==> src/rtl/fft_bitrev_buffer_if.sv <==
// Sample-write, frame-start and streaming-output signals between the bit-reverse
// address generator, the frame buffer and the first butterfly stage.
interface fft_bitrev_buffer_if #(
    parameter int unsigned bit_width = 32,
    parameter int unsigned SIZE      = 4
);
    logic [bit_width-1:0] Re_i;
    logic [bit_width-1:0] Im_i;
    logic [SIZE:0]        addr_i;
    logic                 en_i;
    logic                 start_i;
    logic                 ready_i;
    logic [bit_width-1:0] Re_o;
    logic [bit_width-1:0] Im_o;
    logic [SIZE-1:0]      idx_o;
    logic                 valid_o;
    logic                 last_o;
    logic                 busy_o;
    logic                 done_o;
    logic                 err_o;

    modport master (
        output Re_i, Im_i, addr_i, en_i, start_i, ready_i,
        input  Re_o, Im_o, idx_o, valid_o, last_o, busy_o, done_o, err_o
    );

    modport slave (
        input  Re_i, Im_i, addr_i, en_i, start_i, ready_i,
        output Re_o, Im_o, idx_o, valid_o, last_o, busy_o, done_o, err_o
    );
endinterface

==> src/rtl/fft_bitrev_buffer.sv <==
// Frame buffer: captures N samples at bit-reversed addresses, then streams the frame
// out in linear memory order over valid/ready with a one-entry read stage.
module fft_bitrev_buffer #(
    parameter int unsigned bit_width = 32,
    parameter int unsigned N         = 16,
    parameter int unsigned SIZE      = 4
) (
    input  logic             clk,
    input  logic             rst,
    fft_bitrev_buffer_if.slave bus
);
    localparam int unsigned  DW       = 2 * bit_width;
    localparam int unsigned  CW       = SIZE + 1;
    localparam logic [CW-1:0]   FULL     = CW'(N);
    localparam logic [SIZE-1:0] LAST_IDX = SIZE'(N - 1);

    typedef enum logic {FILL, DRAIN} state_t;

    state_t          state;
    state_t          state_nxt;
    logic [DW-1:0]   mem [N];
    logic [CW-1:0]   wr_cnt;
    logic [CW-1:0]   rd_ptr;
    logic            s1_valid;
    logic [DW-1:0]   s1_data;
    logic [SIZE-1:0] s1_idx;

    logic            wr_c;
    logic            bad_c;
    logic            drop_c;
    logic            go_c;
    logic            short_c;
    logic            issue_c;
    logic            exit_c;
    logic            out_load_c;
    logic [CW-1:0]   cnt_upd_c;

    // State register
    always_ff @(posedge clk) begin
        if (rst) state <= FILL;
        else     state <= state_nxt;
    end

    // Next-state logic
    always_comb begin
        state_nxt = state;
        case (state)
            FILL:    if (go_c)   state_nxt = DRAIN;
            DRAIN:   if (exit_c) state_nxt = FILL;
            default: state_nxt = FILL;
        endcase
    end

    // Control decode; a same-cycle write is folded into the count before start is judged
    always_comb begin
        wr_c       = 1'b0;
        bad_c      = 1'b0;
        drop_c     = 1'b0;
        go_c       = 1'b0;
        short_c    = 1'b0;
        issue_c    = 1'b0;
        exit_c     = 1'b0;
        cnt_upd_c  = wr_cnt;
        out_load_c = !bus.valid_o || bus.ready_i;
        case (state)
            FILL: begin
                wr_c  = bus.en_i && !bus.addr_i[SIZE];
                bad_c = bus.en_i &&  bus.addr_i[SIZE];
                if (wr_c && wr_cnt != FULL) cnt_upd_c = wr_cnt + CW'(1);
                go_c    = bus.start_i && (cnt_upd_c == FULL);
                short_c = bus.start_i && (cnt_upd_c != FULL);
            end
            DRAIN: begin
                drop_c  = bus.en_i;
                issue_c = (rd_ptr != FULL) && (!s1_valid || out_load_c);
                exit_c  = bus.valid_o && bus.ready_i && bus.last_o;
            end
            default: ;
        endcase
    end

    // Frame memory and its registered read port
    always_ff @(posedge clk) begin
        if (wr_c)    mem[bus.addr_i[SIZE-1:0]] <= {bus.Re_i, bus.Im_i};
        if (issue_c) s1_data <= mem[rd_ptr[SIZE-1:0]];
    end

    // Counters, read stage and output registers
    always_ff @(posedge clk) begin
        if (rst) begin
            wr_cnt      <= '0;
            rd_ptr      <= '0;
            s1_valid    <= 1'b0;
            s1_idx      <= '0;
            bus.Re_o    <= '0;
            bus.Im_o    <= '0;
            bus.idx_o   <= '0;
            bus.valid_o <= 1'b0;
            bus.last_o  <= 1'b0;
            bus.busy_o  <= 1'b0;
            bus.done_o  <= 1'b0;
            bus.err_o   <= 1'b0;
        end else begin
            bus.done_o <= exit_c;
            bus.err_o  <= bad_c || short_c || drop_c;
            bus.busy_o <= (state_nxt == DRAIN);

            if (state == FILL)  wr_cnt <= short_c ? '0 : cnt_upd_c;
            else if (exit_c)    wr_cnt <= '0;

            if (go_c)         rd_ptr <= '0;
            else if (issue_c) rd_ptr <= rd_ptr + CW'(1);

            if (issue_c) begin
                s1_valid <= 1'b1;
                s1_idx   <= rd_ptr[SIZE-1:0];
            end else if (out_load_c) begin
                s1_valid <= 1'b0;
            end

            // Output only advances when empty or the current sample is being taken
            if (out_load_c) begin
                bus.valid_o <= s1_valid;
                bus.last_o  <= s1_valid && (s1_idx == LAST_IDX);
                if (s1_valid) begin
                    bus.Re_o  <= s1_data[DW-1:bit_width];
                    bus.Im_o  <= s1_data[bit_width-1:0];
                    bus.idx_o <= s1_idx;
                end
            end
        end
    end
endmodule

==> src/flat_wrapper.sv <==
// flat-port wrapper written by rule: the top's interface ports become plain ports
module fft_bitrev_buffer_flat 
#(
    parameter int unsigned bit_width = 32,
    parameter int unsigned N         = 16,
    parameter int unsigned SIZE      = 4
)
  (clk, rst, bus_Re_i, bus_Im_i, bus_addr_i, bus_en_i, bus_start_i, bus_ready_i, bus_Re_o, bus_Im_o, bus_idx_o, bus_valid_o, bus_last_o, bus_busy_o, bus_done_o, bus_err_o);
  fft_bitrev_buffer_if #(.bit_width(bit_width), .SIZE(SIZE)) bus_i ();
  input  logic clk;
  input  logic rst;
  input wire logic [$bits(bus_i.Re_i)-1:0] bus_Re_i;
  input wire logic [$bits(bus_i.Im_i)-1:0] bus_Im_i;
  input wire logic [$bits(bus_i.addr_i)-1:0] bus_addr_i;
  input wire logic [$bits(bus_i.en_i)-1:0] bus_en_i;
  input wire logic [$bits(bus_i.start_i)-1:0] bus_start_i;
  input wire logic [$bits(bus_i.ready_i)-1:0] bus_ready_i;
  output wire logic [$bits(bus_i.Re_o)-1:0] bus_Re_o;
  output wire logic [$bits(bus_i.Im_o)-1:0] bus_Im_o;
  output wire logic [$bits(bus_i.idx_o)-1:0] bus_idx_o;
  output wire logic [$bits(bus_i.valid_o)-1:0] bus_valid_o;
  output wire logic [$bits(bus_i.last_o)-1:0] bus_last_o;
  output wire logic [$bits(bus_i.busy_o)-1:0] bus_busy_o;
  output wire logic [$bits(bus_i.done_o)-1:0] bus_done_o;
  output wire logic [$bits(bus_i.err_o)-1:0] bus_err_o;
  assign bus_i.Re_i = bus_Re_i;
  assign bus_i.Im_i = bus_Im_i;
  assign bus_i.addr_i = bus_addr_i;
  assign bus_i.en_i = bus_en_i;
  assign bus_i.start_i = bus_start_i;
  assign bus_i.ready_i = bus_ready_i;
  assign bus_Re_o = bus_i.Re_o;
  assign bus_Im_o = bus_i.Im_o;
  assign bus_idx_o = bus_i.idx_o;
  assign bus_valid_o = bus_i.valid_o;
  assign bus_last_o = bus_i.last_o;
  assign bus_busy_o = bus_i.busy_o;
  assign bus_done_o = bus_i.done_o;
  assign bus_err_o = bus_i.err_o;
  fft_bitrev_buffer #(.bit_width(bit_width), .N(N), .SIZE(SIZE)) u_core (.clk(clk), .rst(rst), .bus(bus_i));
endmodule
==> config.mk <==
export PLATFORM = sky130hd
export DESIGN_NAME = fft_bitrev_buffer_flat
export DESIGN_NICKNAME = d
export VERILOG_FILES = /design/src/rtl/fft_bitrev_buffer_if.sv /design/src/rtl/fft_bitrev_buffer.sv /design/src/flat_wrapper.sv
export SDC_FILE = /design/constraint.sdc
export NUM_CORES = 1
export LEC_CHECK = 0
export ABC_CLOCK_PERIOD_IN_PS = 5700
export CAP_MARGIN = 20
export CORE_MARGIN = 2
export CORE_UTILIZATION = 55
export DETAILED_ROUTE_END_ITERATION = 6
export PLACE_DENSITY = 0.87
export SLEW_MARGIN = 20
export SYNTH_ARGS = -nofsm -noshare
export SYNTH_HDL_FRONTEND = slang
export SYNTH_SLANG_ARGS = --single-unit
==> constraint.sdc <==
create_clock -name clk -period 5.7 [get_ports clk]
set_clock_uncertainty 0.15 [all_clocks]
set_input_delay 0.57 -clock clk [delete_from_list [all_inputs] [get_ports clk]]
set_output_delay 0.57 -clock clk [all_outputs]
set_load 0.05 [all_outputs]
==> results of run 1 <==
## layer usage
| layer | GRT usage (%) | part of all wire [%] | vias up |
|---|---|---|---|
| met3 | 7.695 | 12 | 333 |
| met1 | 37.33 | 34 | 11629 |
| met4 | 11.91 | 4.3 | 14 |
| li1 | - | - | 8397 |
| met5 | 0 | 0.081 | - |
| met2 | 45.42 | 50 | 2058 |
## placed cells by master, fill, tap and decap left out, types with 5 or more instances in the layout
cell type	n
edfxtp_1	1088
mux4_2	320
nand2_1	146
clkdlybuf4s50_1	145
clkbuf_16	107
dfxtp_1	84
a21oi_1	73
nor2_1	23
clkbuf_1	22
clkinv_2	17
buf_4	17
bufinv_16	15
clkbuf_8	14
nor2_4	12
buf_12	11
clkinv_1	8
clkinvlp_4	8
buf_6	8
inv_6	7
diode_2	6
mux2i_1	6
inv_1	5
nand2b_1	5
## worst register-to-register path: cells and delay by family (launching register included)
family	cells	cell delay [ns]
simple gates	3	1.79
flops	1	0.44
buf+inv	1	0.65
## worst paths after layout
path	startpoint	endpoint	slack, ns	cells after the start
max reg2reg	u_core.bus.busy_o$_SDFF_PP0_	u_core.mem[5][38]$_DFFE_PP_	2.28	4
max	u_core.bus.busy_o$_SDFF_PP0_	u_core.mem[5][38]$_DFFE_PP_	2.28	4
min reg2reg	u_core.bus.Im_o[3]$_SDFFE_PP0P_	u_core.bus.Im_o[3]$_SDFFE_PP0P_	0.30	2
min	u_core.bus.Im_o[3]$_SDFFE_PP0P_	u_core.bus.Im_o[3]$_SDFFE_PP0P_	0.30	2
## cell families after synthesis
logic type | synth area share, %
adder cells (fa/ha/maj) | 0.1144
multiplexers | 16.61
AND/OR/NAND/NOR | 2.063
buffers and inverters | 1.222
AO/OA/AOI/OAI | 1.141
flip-flops | 78.73
XOR/XNOR | 0.1201
## state kept, by name (all words and copies together), names as in the netlist
register            flops
u_core.bus.Im_o        32
u_core.bus.Re_o        32
u_core.bus.busy_o       1
u_core.bus.done_o       1
u_core.bus.err_o        1
u_core.bus.idx_o        4
u_core.bus.last_o       1
u_core.bus.valid_o      1
u_core.mem           1024
u_core.rd_ptr           5
u_core.s1_data         64
u_core.s1_idx           4
u_core.s1_valid         1
u_core.wr_cnt           5
## cells in the mapped netlist
| cell type | instances | area share, % |
|---|---|---|
| a21boi_1 | 1 | 0.017 |
| nand2_1 | 146 | 1.3 |
| o211ai_2 | 1 | 0.029 |
| or3_1 | 2 | 0.029 |
| nand4_1 | 3 | 0.043 |
| and2_1 | 1 | 0.014 |
| nor4bb_1 | 2 | 0.046 |
| nand2b_1 | 6 | 0.086 |
| mux4_2 | 320 | 16 |
| buf_6 | 5 | 0.13 |
| a21o_1 | 1 | 0.017 |
| clkbuf_1 | 61 | 0.52 |
| inv_2 | 2 | 0.017 |
| inv_1 | 5 | 0.043 |
| o21a_1 | 1 | 0.017 |
| nand3b_1 | 2 | 0.034 |
| nor4_1 | 1 | 0.014 |
| nand4b_1 | 1 | 0.020 |
| nor2b_1 | 4 | 0.057 |
| xnor2_1 | 2 | 0.040 |
| buf_4 | 18 | 0.31 |
| o21ai_1 | 2 | 0.023 |
| a2111oi_2 | 1 | 0.034 |
| o32ai_1 | 1 | 0.020 |
| o311a_1 | 1 | 0.023 |
| nor3_1 | 7 | 0.080 |
| o21ai_0 | 1 | 0.011 |
| ha_1 | 4 | 0.11 |
| mux2i_1 | 6 | 0.14 |
| nand3_1 | 2 | 0.023 |
| o31ai_1 | 1 | 0.017 |
| buf_1 | 2 | 0.017 |
| xor2_1 | 4 | 0.080 |
| o31ai_2 | 1 | 0.029 |
| nand4bb_1 | 1 | 0.026 |
| edfxtp_1 | 1088 | 75 |
| a21oi_1 | 73 | 0.84 |
| nor2_1 | 35 | 0.30 |
| a32o_1 | 3 | 0.069 |
| dfxtp_1 | 88 | 4.0 |
| and3b_1 | 1 | 0.020 |
| buf_2 | 16 | 0.18 |
| nor3b_1 | 1 | 0.017 |
## where the power goes
part	internal (W)	total (W)	leakage, nW	switching (W)
clock	0.00434	0.00766	1.79	0.00332
combinational	0.0000846	0.000285	2.75	0.000201
sequential	0.00950	0.00954	10.5	0.0000375
## stage by stage
stage / hold slack [ns] / cell area [sq um] / setup WS, ns / power [W] / util, %
4_1_cts: 0.3061 / 50220 / 2.039 / 0.01747 / 63.67
6_report: 0.3002 / 50360 / 2.283 / 0.01748 / 63.85
5_1_grt: 0.3282 / 50360 / 2.194 / 0.01780 / 63.85
3_3_place_gp: 0.2946 / 46490 / 1.847 / 0.009945 / 58.95
2_1_floorplan: 0.2943 / 43760 / 1.006 / 0.009778 / -
3_5_place_dp: 0.2973 / 46530 / 1.725 / 0.009984 / 59.00
## cell type report
type	count	area share (%)
inverters	7	0.05217
flip-flops and latches	1176	68.40
well taps	1050	2.609
diodes	6	0.02981
repair buffers	183	3.861
multi-input cells	639	17.72
clock inverters	59	1.463
clock buffers	143	5.863
==> flow_summary.json, run 1 <==
{
  "cts_made_buffers": 106,
  "grt_max_degree": 116,
  "setup_violations": 0,
  "area_delta_synth_final_pct": 15.14,
  "path_class": "reg2reg",
  "first_global_vias": 22539,
  "cts_tree": "yes",
  "path_max_fanout": 32,
  "drv_slew": 0,
  "finalHoldViolCount": 0,
  "drt-total-wl_um": 117600,
  "start_util_pct": 55.46,
  "die_x_um": 286,
  "rsz0062_at_grt": "false",
  "p_per_area_nw_per_um2": 347.1,
  "maxSlewHeadroom_pct": 21.62,
  "end_kind": "flop",
  "drc": 0,
  "critPathMaxStageDelay_ns": 0.85,
  "core_sq_um": 78870,
  "maxCapViolations": 0,
  "htree_num_levels": 3,
  "cts_root_buffer": "clkbuf_16",
  "clk_path_buf_depth": 3,
  "wl_per_cell_um": 36.03,
  "irDropWorstVdd_v": 0.0002552,
  "finalCritPeriodShare_pct": 59.94,
  "placed_cells": 3050,
  "clock-sinks": 1176,
  "min_period_ns": 3.417,
  "ys_warn_count": 0,
  "first_pass_iters": 5,
  "antenna_found_initial": 12,
  "worst-path-buf-inv": 1,
  "status": "complete, no violations",
  "synthCells": 1924,
  "cts_setup_buffers": 0,
  "required_ns": 5.85,
  "cts_hold_buf": 0,
  "tightest_slew_ns": 1.176,
  "fmax_mhz": 292.7,
  "synth_seq_cells": 1176,
  "crit_family": "simple AND/OR/NAND/NOR gates",
  "port-buffer-count": 146,
  "synthesis.area_sq_um": 43740,
  "dp_hpwl_um": 54930,
  "ys_seq_area_share_pct": 78.73,
  "min_path_type": "reg2reg",
  "cp-start-kind": "flop",
  "layout.cells.non_filler": 3263,
  "vias": 22431,
  "synthDistinctLibCells": 43,
  "fill_cells": 4665,
  "path_cells": "nor2_1 -> nand4b_1 -> nor2_4 -> buf_4",
  "clock_latency_ns": 0.69,
  "overflow": 0,
  "nets": 2191,
  "avgSynthCellArea_sq_um": 22.73,
  "grt_pass1_wl_um": 164900,
  "io_pins": 147,
  "p_leak_nw": 15.05,
  "path_clk_slew_ns": 0.06,
  "track_usage_pct": 28.40,
  "die_area_sq_um": 81800,
  "multi_input_area_sq_um": 8925,
  "die_h_um": 286,
  "seqCellArea_sq_um": 34450,
  "arrival_ns": 3.57,
  "ant_nets": 0,
  "rows": 103,
  "drt-initial-drc-count": 3247,
  "cts_resized": 0,
  "layout-drive-gt1-share_pct": 25.28,
  "tns_ns": 0,
  "critPathSlowestCell": "nor2_4",
  "gp_congestion": 0.7709,
  "synth_fp_nets": 2002,
  "vias_per_cell": 6.874
}
Power figures use the tool's default switching activity.
==> inputs of run 2 (changes only) <==
- ABC_CLOCK_PERIOD_IN_PS: 5700 -> 2900
- clock period: 5.7 -> 2.9 ns (I/O delays scaled with it)
==> flow_summary.json, run 2 (synthesis results as in run 1) <==
{
  "status": "complete, no violations",
  "vias_per_cell": 6.728,
  "p_switching_w": 0.006744,
  "cts_setup_buffers": 0,
  "drc": 0,
  "area_delta_synth_final_pct": 16.08,
  "cts_resized": 0,
  "multi_input_area_sq_um": 8940,
  "core_sq_um": 78870,
  "overflow": 0,
  "layout-drive-gt1-share_pct": 25.66,
  "ant_nets": 0,
  "arrival_ns": 2.77,
  "swShare_pct": 20.29,
  "required_ns": 3.14,
  "seqCellArea_sq_um": 34450,
  "p_leak_nw": 15.18,
  "track_usage_pct": 27.97,
  "cp-start-kind": "flop",
  "grt_pass1_wl_um": 163100,
  "start_util_pct": 55.46,
  "min_period_ns": 2.531,
  "cts_hold_buf": 1,
  "cts_made_buffers": 108,
  "rrSetupSlack_ns": 0.37,
  "nets": 2226,
  "drv_slew": 0,
  "clock-sinks": 1176,
  "holdPathEnd": "u_core.bus.done_o$_SDFF_PP0_",
  "rsz0062_at_grt": "false",
  "grt_max_degree": 90,
  "cts_root_buffer": "clkbuf_16",
  "critPathSlowestCell": "mux4_2",
  "largest_reg_flops": 1024,
  "fin_util_pct": 64.37,
  "maxSlewHeadroom_pct": 53.58,
  "drt-total-wl_um": 112400,
  "drt-initial-drc-count": 3273,
  "fill_cells": 4672,
  "path_class": "reg2reg",
  "die_x_um": 286,
  "setup_violations": 0,
  "total_power_w": 0.03324,
  "intPower_w": 0.02650,
  "crit_top_cell": "mux4_2",
  "port-buffer-count": 146,
  "irDropWorstVdd_v": 0.0005051,
  "clk_path_buf_depth": 3,
  "clock_latency_ns": 0.69,
  "hold_slack_ns": 0.1666,
  "fmax_mhz": 395.1,
  "path_clk_slew_ns": 0.07,
  "vias": 22156,
  "min_path_type": "in2reg",
  "cts_tree": "yes",
  "p_comb_share_pct": 1.7,
  "path_max_fanout": 89,
  "hold_start": "bus_ready_i",
  "io_pins": 147,
  "gp_congestion": 0.7639,
  "p_clk_share_pct": 41.9,
  "tightest_slew_ns": 0.6942,
  "wl_per_cell_um": 34.13,
  "die_h_um": 286,
  "first_pass_iters": 5,
  "r2r_cells": 3,
  "rr_startpoint": "u_core.rd_ptr[1]$_SDFFE_PP0P_",
  "maxCapViolations": 0,
  "dp_hpwl_um": 56190,
  "p_per_area_nw_per_um2": 654.7,
  "final_common_cell": "edfxtp_1",
  "seqPwrFrac_pct": 56.4,
  "antenna_found_initial": 13,
  "die_area_sq_um": 81800,
  "htree_num_levels": 3,
  "whs_path_depth": 3,
  "path_cells": "buf_12 -> mux4_2 -> mux4_2",
  "timing.rr.end": "u_core.s1_data[33]$_DFFE_PP_",
  "critPathMaxStageDelay_ns": 0.56,
  "end_kind": "flop",
  "finalHoldViolCount": 0,
  "first_global_vias": 23205,
  "finalCritPeriodShare_pct": 87.27,
  "rows": 103,
  "final_cell_mix": "1088 x edfxtp_1, 320 x mux4_2, 145 x nand2_1, 145 x clkdlybuf4s50_1, 108 x clkbuf_16"
}
## run 2: per-layer routing
metal  wire length, um  vias to the layer above  global-route usage [%]  share of wire [%]
met5                92                        -                       0              0.082
met4              4402                       16                   11.94                3.9
met3             13010                      326                   6.842                 12
met2             56820                     1900                   46.19                 51
met1             38070                    11445                   35.80                 34
li1                  -                     8469                       -                  -
## run 2: through the flow
stage	setup WS, ns	TNS (ns)	cells	instance area [sq um]
floorplan	-0.4157	-169.90	1924	43880
global placement	0.2083	0	3087	47330
detailed placement	0.1597	0	3087	47330
CTS	0.3475	0	3287	50760
global route	0.2692	0	3292	50770
finish	0.3692	0	3293	50770
## run 2: how the worst max path moves through the flow
stage | from | endpoint | slack, ns | cells after the start
finish | u_core.rd_ptr[1]$_SDFFE_PP0P_ | u_core.s1_data[33]$_DFFE_PP_ | 0.37 | 3
global placement | bus_addr_i[4] | u_core.mem[0][19]$_DFFE_PP_ | 0.21 | 6
CTS | u_core.rd_ptr[0]$_SDFFE_PP0P_ | u_core.s1_data[44]$_DFFE_PP_ | 0.35 | 4
global route | u_core.wr_cnt[0]$_SDFFE_PP0P_ | u_core.rd_ptr[4]$_SDFFE_PP0P_ | 0.27 | 7
floorplan | u_core.bus.busy_o$_SDFF_PP0_ | u_core.mem[0][0]$_DFFE_PP_ | -0.42 | 5
detailed placement | bus_addr_i[4] | u_core.mem[0][18]$_DFFE_PP_ | 0.16 | 6
## run 2: critical path, delay by kind of cell (launching register included)
| kind | cells | cell delay (ns) |
|---|---|---|
| DFF | 1 | 0.52 |
| buffers and inverters | 1 | 0.42 |
| muxes | 2 | 1.03 |
## run 2: cell type report
cell class | count | area share, %
sequential | 1176 | 67.86
multi-input combinational | 639 | 17.61
clock buffer | 155 | 5.887
timing repair buffer | 216 | 5.146
tap | 1050 | 2.588
clock inverter | 44 | 0.8354
inverter | 7 | 0.05175
antenna | 6 | 0.02957
## run 2: power groups by stage
stage | combinational [W] | clock [W] | sequential (W)
floorplan | 0.000148 | 0 | 0.0191
global placement | 0.000494 | 0 | 0.0191
detailed placement | 0.000544 | 0 | 0.0191
CTS | 0.000562 | 0.0140 | 0.0187
global route | 0.000601 | 0.0146 | 0.0187
finish | 0.000570 | 0.0139 | 0.0187
==> inputs of run 3 (changes only) <==
- CORE_MARGIN: 2 -> default
- HOLD_SLACK_MARGIN: default -> 0.12
==> flow_summary.json, run 3 (synthesis results as in run 1) <==
{
  "status": "complete, no violations",
  "finalHoldViolCount": 0,
  "path_cells": "buf_12 -> buf_12 -> mux4_2 -> mux4_2",
  "drt-total-wl_um": 113500,
  "final_cell_mix": "1088 x edfxtp_1, 320 x mux4_2, 145 x nand2_1, 145 x clkdlybuf4s50_1, 109 x clkbuf_16",
  "critPathMaxStageDelay_ns": 0.57,
  "drv_slew": 0,
  "rows": 103,
  "layout-drive-gt1-share_pct": 26.68,
  "crit_family": "multiplexers",
  "die_area_sq_um": 80660,
  "gp_congestion": 0.7771,
  "cts_tree": "yes",
  "required_ns": 3.16,
  "area_delta_synth_final_pct": 16.40,
  "die_h_um": 284,
  "largest_reg_flops": 1024,
  "start_util_pct": 55.46,
  "placed_cells": 3101,
  "path_clk_slew_ns": 0.06,
  "nets": 2240,
  "tightest_slew_ns": 0.7469,
  "wl_per_cell_um": 34.29,
  "dp_hpwl_um": 55890,
  "clk_path_buf_depth": 3,
  "htree_num_levels": 3,
  "p_leak_nw": 15.30,
  "worst-path-buf-inv": 2,
  "first_global_vias": 23058,
  "antenna_found_initial": 10,
  "finalCritPeriodShare_pct": 89.46,
  "cts_root_buffer": "clkbuf_16",
  "clock_latency_ns": 0.69,
  "grt_max_degree": 69,
  "drc": 0,
  "vias": 22365,
  "finalWorstSetupSlack_ns": 0.3057,
  "vias_per_cell": 6.755,
  "cp-start-kind": "flop",
  "critPathSlowestCell": "mux4_2",
  "maxCapViolations": 0,
  "layout.cells.non_filler": 3311,
  "path_max_fanout": 22,
  "io_pins": 147,
  "grt_pass1_wl_um": 163600,
  "min_period_ns": 2.594,
  "fmax_mhz": 385.5,
  "wl_met1_um": 38790,
  "wl_met2_um": 57880,
  "final_common_cell": "edfxtp_1",
  "arrival_ns": 2.85,
  "first_pass_iters": 5,
  "pre_cts_ws_ns": 0.1468,
  "multi_input_area_sq_um": 8940,
  "port-buffer-count": 146,
  "setup_violations": 0,
  "overflow": 0,
  "die_x_um": 284,
  "hold_slack_ns": 0.1824,
  "seqCellArea_sq_um": 34450,
  "end_kind": "flop",
  "drt-initial-drc-count": 3102,
  "irDropWorstVdd_v": 0.0005073,
  "fin_area_sq_um": 50910,
  "placed_area_sq_um": 47380,
  "path_class": "reg2reg",
  "core_sq_um": 78870,
  "top_layer_used": "met5",
  "clock-sinks": 1176,
  "rsz0062_at_grt": "false",
  "met3_length_um": 12450,
  "p_per_area_nw_per_um2": 658.5,
  "maxSlewHeadroom_pct": 50.21,
  "cts_setup_buffers": 0,
  "fill_cells": 4644,
  "track_usage_pct": 28.50,
  "cts_made_buffers": 108,
  "min_path_type": "in2reg",
  "ant_nets": 0
}
-- run 3: cell types whose count changed in the layout (fill, tap and decap cells not counted) --
cell | previous run | this run
clkinvlp_4 | 6 | 7
clkbuf_1 | 36 | 16
clkinv_1 | 11 | 22
buf_12 | 50 | 45
bufinv_16 | 5 | 7
clkinv_2 | 13 | 24
clkbuf_8 | 11 | 8
inv_6 | 5 | 3
clkinv_4 | 0 | 4
diode_2 | 6 | 5
clkinv_8 | 3 | 1
buf_4 | 20 | 39
clkbuf_16 | 108 | 109
inv_16 | 0 | 2
-- run 3: through the flow --
step	setup TNS [ns]	total power [W]	util [%]
after global routing	0	0.03425	64.55
after floorplan	-169.90	0.01922	-
after CTS	0	0.03358	64.53
after detailed placement	0	0.01963	60.07
final	0	0.03352	64.55
after global placement	0	0.01955	60.07
-- run 3: final timing paths --
check	endpoint	startpoint	slack, ns	depth (start not counted)
worst max register to register	u_core.s1_data[46]$_DFFE_PP_	u_core.rd_ptr[0]$_SDFFE_PP0P_	0.31	4
worst min-delay path	u_core.bus.done_o$_SDFF_PP0_	bus_ready_i	0.18	3
worst min register to register	u_core.bus.Re_o[26]$_SDFFE_PP0P_	u_core.bus.Re_o[26]$_SDFFE_PP0P_	0.30	2
worst max-delay path	u_core.s1_data[46]$_DFFE_PP_	u_core.rd_ptr[0]$_SDFFE_PP0P_	0.31	4
-- run 3: final cells by class --
type,instances,area share (%)
well taps,1050,2.581
flip-flops and latches,1176,67.67
multi-input cells,639,17.56
clock inverters,71,1.204
diodes,5,0.02458
repair buffers,230,5.215
clock buffers,133,5.692
inverters,7,0.05161
-- run 3: timing repair --
| action | 4_1_cts | 5_1_grt |
|---|---|---|
| endpoints found under the setup margin | 0 | 0 |
| hold buffers | 1 | 0 |
| resized for setup | 0 | 0 |
| endpoints found under the hold margin | 39 | 0 |
-- run 3: power breakdown --
group | total (W) | internal (W) | switching, W
Clock | 0.0142 | 0.00778 | 0.00644
Combinational | 0.000562 | 0.000178 | 0.000384
Sequential | 0.0187 | 0.0187 | 0.0000654
Total | 0.0335 | 0.0266 | 0.00689
-- run 3: per-layer routing --
layer  GRT usage [%]  vias to the layer above
met1           37.29                    11580
met3           5.723                      330
li1                -                     8496
met2           47.27                     1949
met4           11.63                       10
met5               0                        -
-- run 3: tightest hold or removal path, stage by stage --
cell and delay (ns):
clkdlybuf4s50_1 0.48, nand3_1 0.14, nor3b_1 0.05
